**src/rtl/exp_table.sv**
```systemverilog
// Expected-write table: DEPTH entries of {address, data}, one synchronous
// write port and one asynchronous read port.
module exp_table #(
    parameter int ADR_W  = 8,
    parameter int DATA_W = 8,
    parameter int DEPTH  = 4,
    parameter int IDX_W  = 2
) (
    input  logic              clk,
    input  logic              we,
    input  logic [IDX_W-1:0]  waddr,
    input  logic [ADR_W-1:0]  wadr,
    input  logic [DATA_W-1:0] wdata,
    input  logic [IDX_W-1:0]  raddr,
    output logic [ADR_W-1:0]  radr,
    output logic [DATA_W-1:0] rdata
);

    logic [ADR_W+DATA_W-1:0] mem [DEPTH];

    // NOTE: storage has no reset; entries are only read below the load
    // count, which reset clears, so stale contents are never observed.
    always_ff @(posedge clk) begin
        if (we) begin
            mem[waddr] <= {wadr, wdata};
        end
    end

    assign {radr, rdata} = mem[raddr];

endmodule

```
**config.mk**
```make
export PLATFORM = sky130hd
export DESIGN_NAME = exp_table
export DESIGN_NICKNAME = d
export VERILOG_FILES = /design/src/rtl/exp_table.sv
export SDC_FILE = /design/constraint.sdc
export NUM_CORES = 1
export LEC_CHECK = 0
export ABC_CLOCK_PERIOD_IN_PS = 6530
export CAP_MARGIN = 20
export CELL_PAD_IN_SITES_DETAIL_PLACEMENT = 0
export CELL_PAD_IN_SITES_GLOBAL_PLACEMENT = 1
export CORE_ASPECT_RATIO = 0.75
export CORE_MARGIN = 2
export CORE_UTILIZATION = 45
export DETAILED_ROUTE_END_ITERATION = 6
export GPL_TIMING_DRIVEN = 0
export PLACE_DENSITY_LB_ADDON = 0.1
export SYNTH_ARGS = -nofsm -noshare
export SYNTH_HDL_FRONTEND = slang
export SYNTH_SLANG_ARGS = --single-unit
```
**constraint.sdc**
```tcl
create_clock -name clk -period 6.53 [get_ports clk]
set_input_delay 1.306 -clock clk [delete_from_list [all_inputs] [get_ports clk]]
set_output_delay 1.306 -clock clk [all_outputs]
set_load 0.005 [all_outputs]
```
==> Flow_metrics.wiki, run 1 <==
{| class="wikitable"
! Metric !! Value
|-
| Outcome || complete, no violations
|-
| Number of buffers added by the clock tree synthesis step || 9
|-
| Clock H-tree levels || 3
|-
| Die Ht || 66.9 um
|-
| Post-cts gate resize count || 0
|-
| Largest net degree at the start of global routing || 17
|-
| Areal power density over the cells || 269 mW/mm^2
|-
| ANT nets after route || 0
|-
| Largest registers || mem (64)
|-
| Root buffer selected by CTS || sky130_fd_sc_hd__clkbuf_8
|-
| Crit path setup slack, layout || 2.60 ns
|-
| Data arrival time of the critical path || 2.62 ns
|-
| Number of antenna violations at the first check in global routing || 0
|-
| Die X-Extent || 87.9 um
|-
| Number of nets produced by synthesis || 110
|-
| Post-synthesis sequential area ratio || 80.8%
|-
| Total global-route track usage || 14.7%
|-
| Cells after synthesis || 88
|-
| Reported max-cap violation count || 0
|-
| Worst path required time || 5.22 ns
|-
| Initial DRT Pass Iterations || 4
|-
| Routed wire length || 3.63 mm
|-
| Min Hold Slack || 1.61 ns
|-
| Top-Level Pins || 38
|-
| Number of distinct library cell variants in the gate-level netlist after synthesis || 9
|-
| Number of port buffers || 35
|-
| Highest-count cells in the layout ignoring fill and taps || sky130_fd_sc_hd__edfxtp_1 (64), sky130_fd_sc_hd__clkdlybuf4s50_1 (35), sky130_fd_sc_hd__mux4_2 (10), sky130_fd_sc_hd__clkbuf_8 (9), sky130_fd_sc_hd__mux4_1 (6)
|-
| Row count || 22
|-
| Count of antenna diodes in the layout || 0
|-
| Min Tclk post-route || 3.93 ns
|-
| Dpl hpwl || 2.31 mm
|-
| Aggregate negative setup slack || 0 ns
|-
| Number of post-CTS setup repair buffers || 0
|-
| Leakage || 0.000976 uW
|-
| Register with the most flip-flops || mem
|-
| Placement-stage worst setup slack || 2.59 ns
|-
| Layout cells sized above 1 || 18.0%
|-
| Worst min path class || in2reg
|-
| Post-synthesis sequential element count || 64
|-
| Cell area after technology mapping || 0.00238 mm^2
|-
| Total via count after detailed routing || 1050
|-
| Total Die Area || 0.00589 mm^2
|-
| Initial core utilization || 47.7%
|-
| Largest vdd supply drop || 0.161 mV
|-
| Number of global-route vias before repair || 1108
|-
| Classification of the worst setup path || in2out
|-
| Post-synthesis area per instance || 27.0 um^2
|-
| Area delta synth->final || 25.4%
|-
| Element type at the critical path end || primary output
|-
| Hold Fails Final Rpt || 0
|-
| Setup repair after global routing missed its margin || false
|-
| DRT iter0 DRCs || 42
|-
| Final Cycle Share || 60.1%
|-
| Kind of start point of the critical path || primary input
|-
| Critical-path maximum fanout || 10
|-
| Routability-driven placement congestion ratio || 0.612
|-
| CTS tree || built
|-
| Total number of clock tree sinks || 64
|-
| Final setup viols || 0
|-
| Final #Nets || 157
|-
| Tightest Pin Transition || 0.971 ns
|-
| Wire per inst || 17.2 um
|-
| Final routed DRC violation total || 0
|-
| Sum of internal, switching and leakage power || 803 uW
|-
| Ratio of routed vias to standard cells || 4.98
|-
| Number of hold-repair buffers added at the cts stage || 0
|-
| Largest register FFs || 64
|-
| Final Max Tran Viols || 0
|-
| Maximum number of buffers from clock root to sink || 2
|-
| Clock transition at the registers of the reported paths || 0.06 ns
|-
| Most common cell after layout, fill and taps aside || sky130_fd_sc_hd__edfxtp_1
|-
| Core Box Area || 0.00498 mm^2
|-
| Synthesis warning total || 0
|-
| Peak clock frequency supported by timing || 255 MHz
|-
| Relative slew slack || 35.0%
|-
| Residual overflow from global routing || 0
|-
| Wire length of the first global-routing pass || 5.65 mm
|}
-- final cells by class --
type / instances / area, um^2
buffer: 4 / 41.3
clock buffer: 13 / 139
clock inverter: 2 / 7.51
fill: 379 / 2000
multi-input combinational: 20 / 419
sequential: 64 / 1920
tap: 72 / 90.1
timing repair buffer: 36 / 362
-- synth_stat cells, drive strengths merged --
cell type,n,share of area (%)
and3,1,0.26
and3b,2,0.74
buf,4,1.7
edfxtp,64,81
mux4,16,16
nor3b,1,0.32
-- critical path: stages --
cell and delay [ns]:
sky130_fd_sc_hd__buf_2 0.18, sky130_fd_sc_hd__buf_2 0.29, sky130_fd_sc_hd__mux4_2 0.36, sky130_fd_sc_hd__clkdlybuf4s50_1 0.48
-- kinds of logic (layout without fill, tap and decap cells) --
family / Yosys count / in the layout / synth area share, %
flip-flops: 64 / 64 / 80.8
multiplexers: 16 / 16 / 16.1
buffers and inverters: 4 / 55 / 1.74
AND/OR/NAND/NOR: 4 / 4 / 1.32
-- final timing paths --
| check | startpoint | end | cells after the start |
|---|---|---|---|
| setup / recovery | raddr[1] | rdata[6] | 4 |
| hold / removal | wdata[0] | mem[2][0] | 1 |
-- per-stage QoR --
stage          cell area, um^2  utilization, %  instances
6_report                  2980            59.8        211
5_1_grt                   2980            59.8        211
4_1_cts                   2980            59.8        211
3_5_place_dp              2830            56.9        196
3_3_place_gp              2820            56.6        195
2_1_floorplan             2380               -         88
-- per-layer routing --
layer	global-route usage [%]	up-vias	wire, um	share of wire, %
li1	-	482	-	-
met1	17.1	525	1590	44
met2	22.5	37	1700	47
met3	9.17	6	284	7.8
met4	4.62	0	44	1.2
met5	0	-	0	0
-- report_power, final --
| group | switching, uW | internal [uW] |
|---|---|---|
| Clock | 123 | 133 |
| Sequential | 3.88 | 474 |
| Combinational | 25.3 | 43.0 |
| Total | 152 | 651 |
Note: power is estimated with default switching activity, not from simulation.
==> run 2: changes to the inputs <==
--- a/config.mk
+++ b/config.mk
@@ -5,13 +5,13 @@
 export SDC_FILE = /design/constraint.sdc
 export NUM_CORES = 1
 export LEC_CHECK = 0
-export ABC_CLOCK_PERIOD_IN_PS = 6530
+export ABC_CLOCK_PERIOD_IN_PS = 3500
 export CAP_MARGIN = 20
 export CELL_PAD_IN_SITES_DETAIL_PLACEMENT = 0
 export CELL_PAD_IN_SITES_GLOBAL_PLACEMENT = 1
 export CORE_ASPECT_RATIO = 0.75
 export CORE_MARGIN = 2
-export CORE_UTILIZATION = 45
+export CORE_UTILIZATION = 41
 export DETAILED_ROUTE_END_ITERATION = 6
 export GPL_TIMING_DRIVEN = 0
 export PLACE_DENSITY_LB_ADDON = 0.1
==> constraint.sdc (replaced) <==
create_clock -name clk -period 3.5 [get_ports clk]
set_input_delay 0.7 -clock clk [delete_from_list [all_inputs] [get_ports clk]]
set_output_delay 0.7 -clock clk [all_outputs]
set_load 0.005 [all_outputs]
==> run 2 against run 1 <==
Net effect:
- first-iteration DRC count decreased by 7.1%
- via count increased by 0.86%
- highest routed layer unchanged
- utilization decreased by 4.0 points
- die area increased by 9.2%
- worst hold slack got worse by 0.60 ns
- critical path depth unchanged
- sequential share of layout area decreased by 1.5 points
- sequential cell count unchanged
- count of clock-buffer cells in the layout decreased by 4
- critical path type unchanged
- non-clock buffer count unchanged
- cell area increased by 2.4%
==> Flow_metrics.wiki, run 2 (synthesis results as in run 1) <==
{| class="wikitable"
! Metric !! Value
|-
| CTS tree || built
|-
| Dpl hpwl || 2.38 mm
|-
| Row count || 23
|-
| Wire length of the first global-routing pass || 6.09 mm
|-
| Min Tclk post-route || 2.70 ns
|-
| Number of buffers added by the clock tree synthesis step || 9
|-
| Die Ht || 69.9 um
|-
| Largest vdd supply drop || 0.294 mV
|-
| Min Hold Slack || 1.01 ns
|-
| Slowest-stage cell, CP || sky130_fd_sc_hd__clkdlybuf4s50_1
|-
| Root buffer selected by CTS || sky130_fd_sc_hd__clkbuf_8
|-
| Number of hold-repair buffers added at the cts stage || 0
|-
| Final Cycle Share || 77.1%
|-
| Cell chain of the critical path || buf_2 > buf_2 > mux4_2 > clkdlybuf4s50_1
|-
| Total global-route track usage || 13.5%
|-
| Number of antenna violations at the first check in global routing || 0
|-
| Finished Cell Area || 0.00305 mm^2
|-
| Wire per inst || 17.5 um
|-
| Total cell area at the placement stage || 0.00284 mm^2
|-
| Origin of the worst min-delay path || wadr[7]
|-
| DRT iter0 DRCs || 39
|-
| Area delta synth->final || 28.4%
|-
| Peak clock frequency supported by timing || 370 MHz
|-
| Hold Fails Final Rpt || 0
|-
| Most common cell after layout, fill and taps aside || sky130_fd_sc_hd__edfxtp_1
|-
| Number of global-route vias before repair || 1187
|-
| Outcome || complete, no violations
|-
| Tightest Pin Transition || 0.892 ns
|-
| Data arrival time of the critical path || 2.00 ns
|-
| Final Max Tran Viols || 0
|-
| Final routed DRC violation total || 0
|-
| Worst min path class || in2reg
|-
| Non-filler cells, final || 215
|-
| Top-Level Pins || 38
|-
| Initial DRT Pass Iterations || 3
|-
| Clock H-tree levels || 3
|-
| Classification of the worst setup path || in2out
|-
| Largest registers || mem (64)
|-
| Element type at the critical path end || primary output
|-
| Residual overflow from global routing || 0
|-
| Worst Hold End || mem[3][15]
|-
| Post-cts gate resize count || 0
|-
| Final setup viols || 0
|-
| Count of antenna diodes in the layout || 0
|-
| Areal power density over the cells || 547 mW/mm^2
|-
| Clock transition at the registers of the reported paths || 0.06 ns
|-
| Total via count after detailed routing || 1059
|-
| Routability-driven placement congestion ratio || 0.634
|-
| ANT nets after route || 0
|-
| CP max stage delay || 0.46 ns
|-
| Layout cells sized above 1 || 22.1%
|-
| Initial core utilization || 43.5%
|-
| Cell repeated most along the worst path || sky130_fd_sc_hd__buf_2
|-
| Ratio of routed vias to standard cells || 4.93
|-
| Critical-path maximum fanout || 10
|-
| Largest net degree at the start of global routing || 17
|-
| Total Die Area || 0.00643 mm^2
|-
| Largest register FFs || 64
|-
| Maximum number of buffers from clock root to sink || 2
|-
| Relative slew slack || 40.6%
|-
| Reported max-cap violation count || 0
|-
| Setup repair after global routing missed its margin || false
|-
| Number of post-CTS setup repair buffers || 0
|-
| Final-layout fill cell count || 437
|-
| Core Box Area || 0.00547 mm^2
|-
| Register with the most flip-flops || mem
|-
| Number of port buffers || 35
|-
| Highest-count cells in the layout ignoring fill and taps || sky130_fd_sc_hd__edfxtp_1 (64), sky130_fd_sc_hd__clkdlybuf4s50_1 (35), sky130_fd_sc_hd__mux4_2 (10), sky130_fd_sc_hd__clkbuf_8 (9), sky130_fd_sc_hd__mux4_1 (6)
|-
| Routed wire length || 3.77 mm
|-
| Die X-Extent || 91.9 um
|-
| Placed cell count || 199
|-
| Worst path required time || 2.80 ns
|-
| Number of cells traversed by the worst hold path || 1
|-
| Final #Nets || 157
|-
| Kind of start point of the critical path || primary input
|-
| Total number of clock tree sinks || 64
|-
| Leakage || 0.00101 uW
|}
[run 2: layout make-up]
class / instances / area [um^2] / share of cell area (%)
well taps: 75 / 93.8 / 3.08
flip-flops and latches: 64 / 1920 / 63.0
repair buffers: 36 / 365 / 12.0
clock inverters: 7 / 86.3 / 2.83
plain buffers: 4 / 41.3 / 1.35
clock buffers: 9 / 124 / 4.06
multi-input cells: 20 / 419 / 13.7
[run 2: worst max path at each step]
stage,from,cells after the start,slack [ns],end
2_1_floorplan,waddr[0],1,1.13,mem[0][0]
3_3_place_gp,we,2,-0.32,mem[0][14]
3_5_place_dp,raddr[1],4,0.77,rdata[7]
4_1_cts,raddr[1],4,0.77,rdata[7]
5_1_grt,raddr[1],4,0.70,radr[3]
6_report,raddr[1],4,0.80,rdata[7]
[run 2: routing by layer]
| metal | GRT usage (%) | share of wire, % |
|---|---|---|
| met4 | 3.98 | 0.56 |
| met2 | 21.6 | 51 |
| met5 | 0 | 0 |
| met3 | 7.87 | 5.3 |
| met1 | 15.4 | 43 |
[run 2: power breakdown]
part	total [uW]	switching [uW]	internal, uW
Sequential	891	7.10	884
Combinational	128	47.1	80.5
Clock	651	256	394
Total	1670	311	1360
[run 2: per-stage QoR]
stage	setup TNS [ns]	setup WS, ns	util (%)	power (uW)
5_1_grt	0	0.705	55.8	1740
3_3_place_gp	-5.11	-0.320	51.6	1030
3_5_place_dp	0	0.771	52.0	1040
2_1_floorplan	0	1.13	-	958
4_1_cts	0	0.767	55.8	1690
6_report	0	0.801	55.8	1670
[run 2: critical path: cells and delay by family]
| family | cells | cell delay, ns |
|---|---|---|
| buffers and inverters | 3 | 0.94 |
| muxes | 1 | 0.36 |
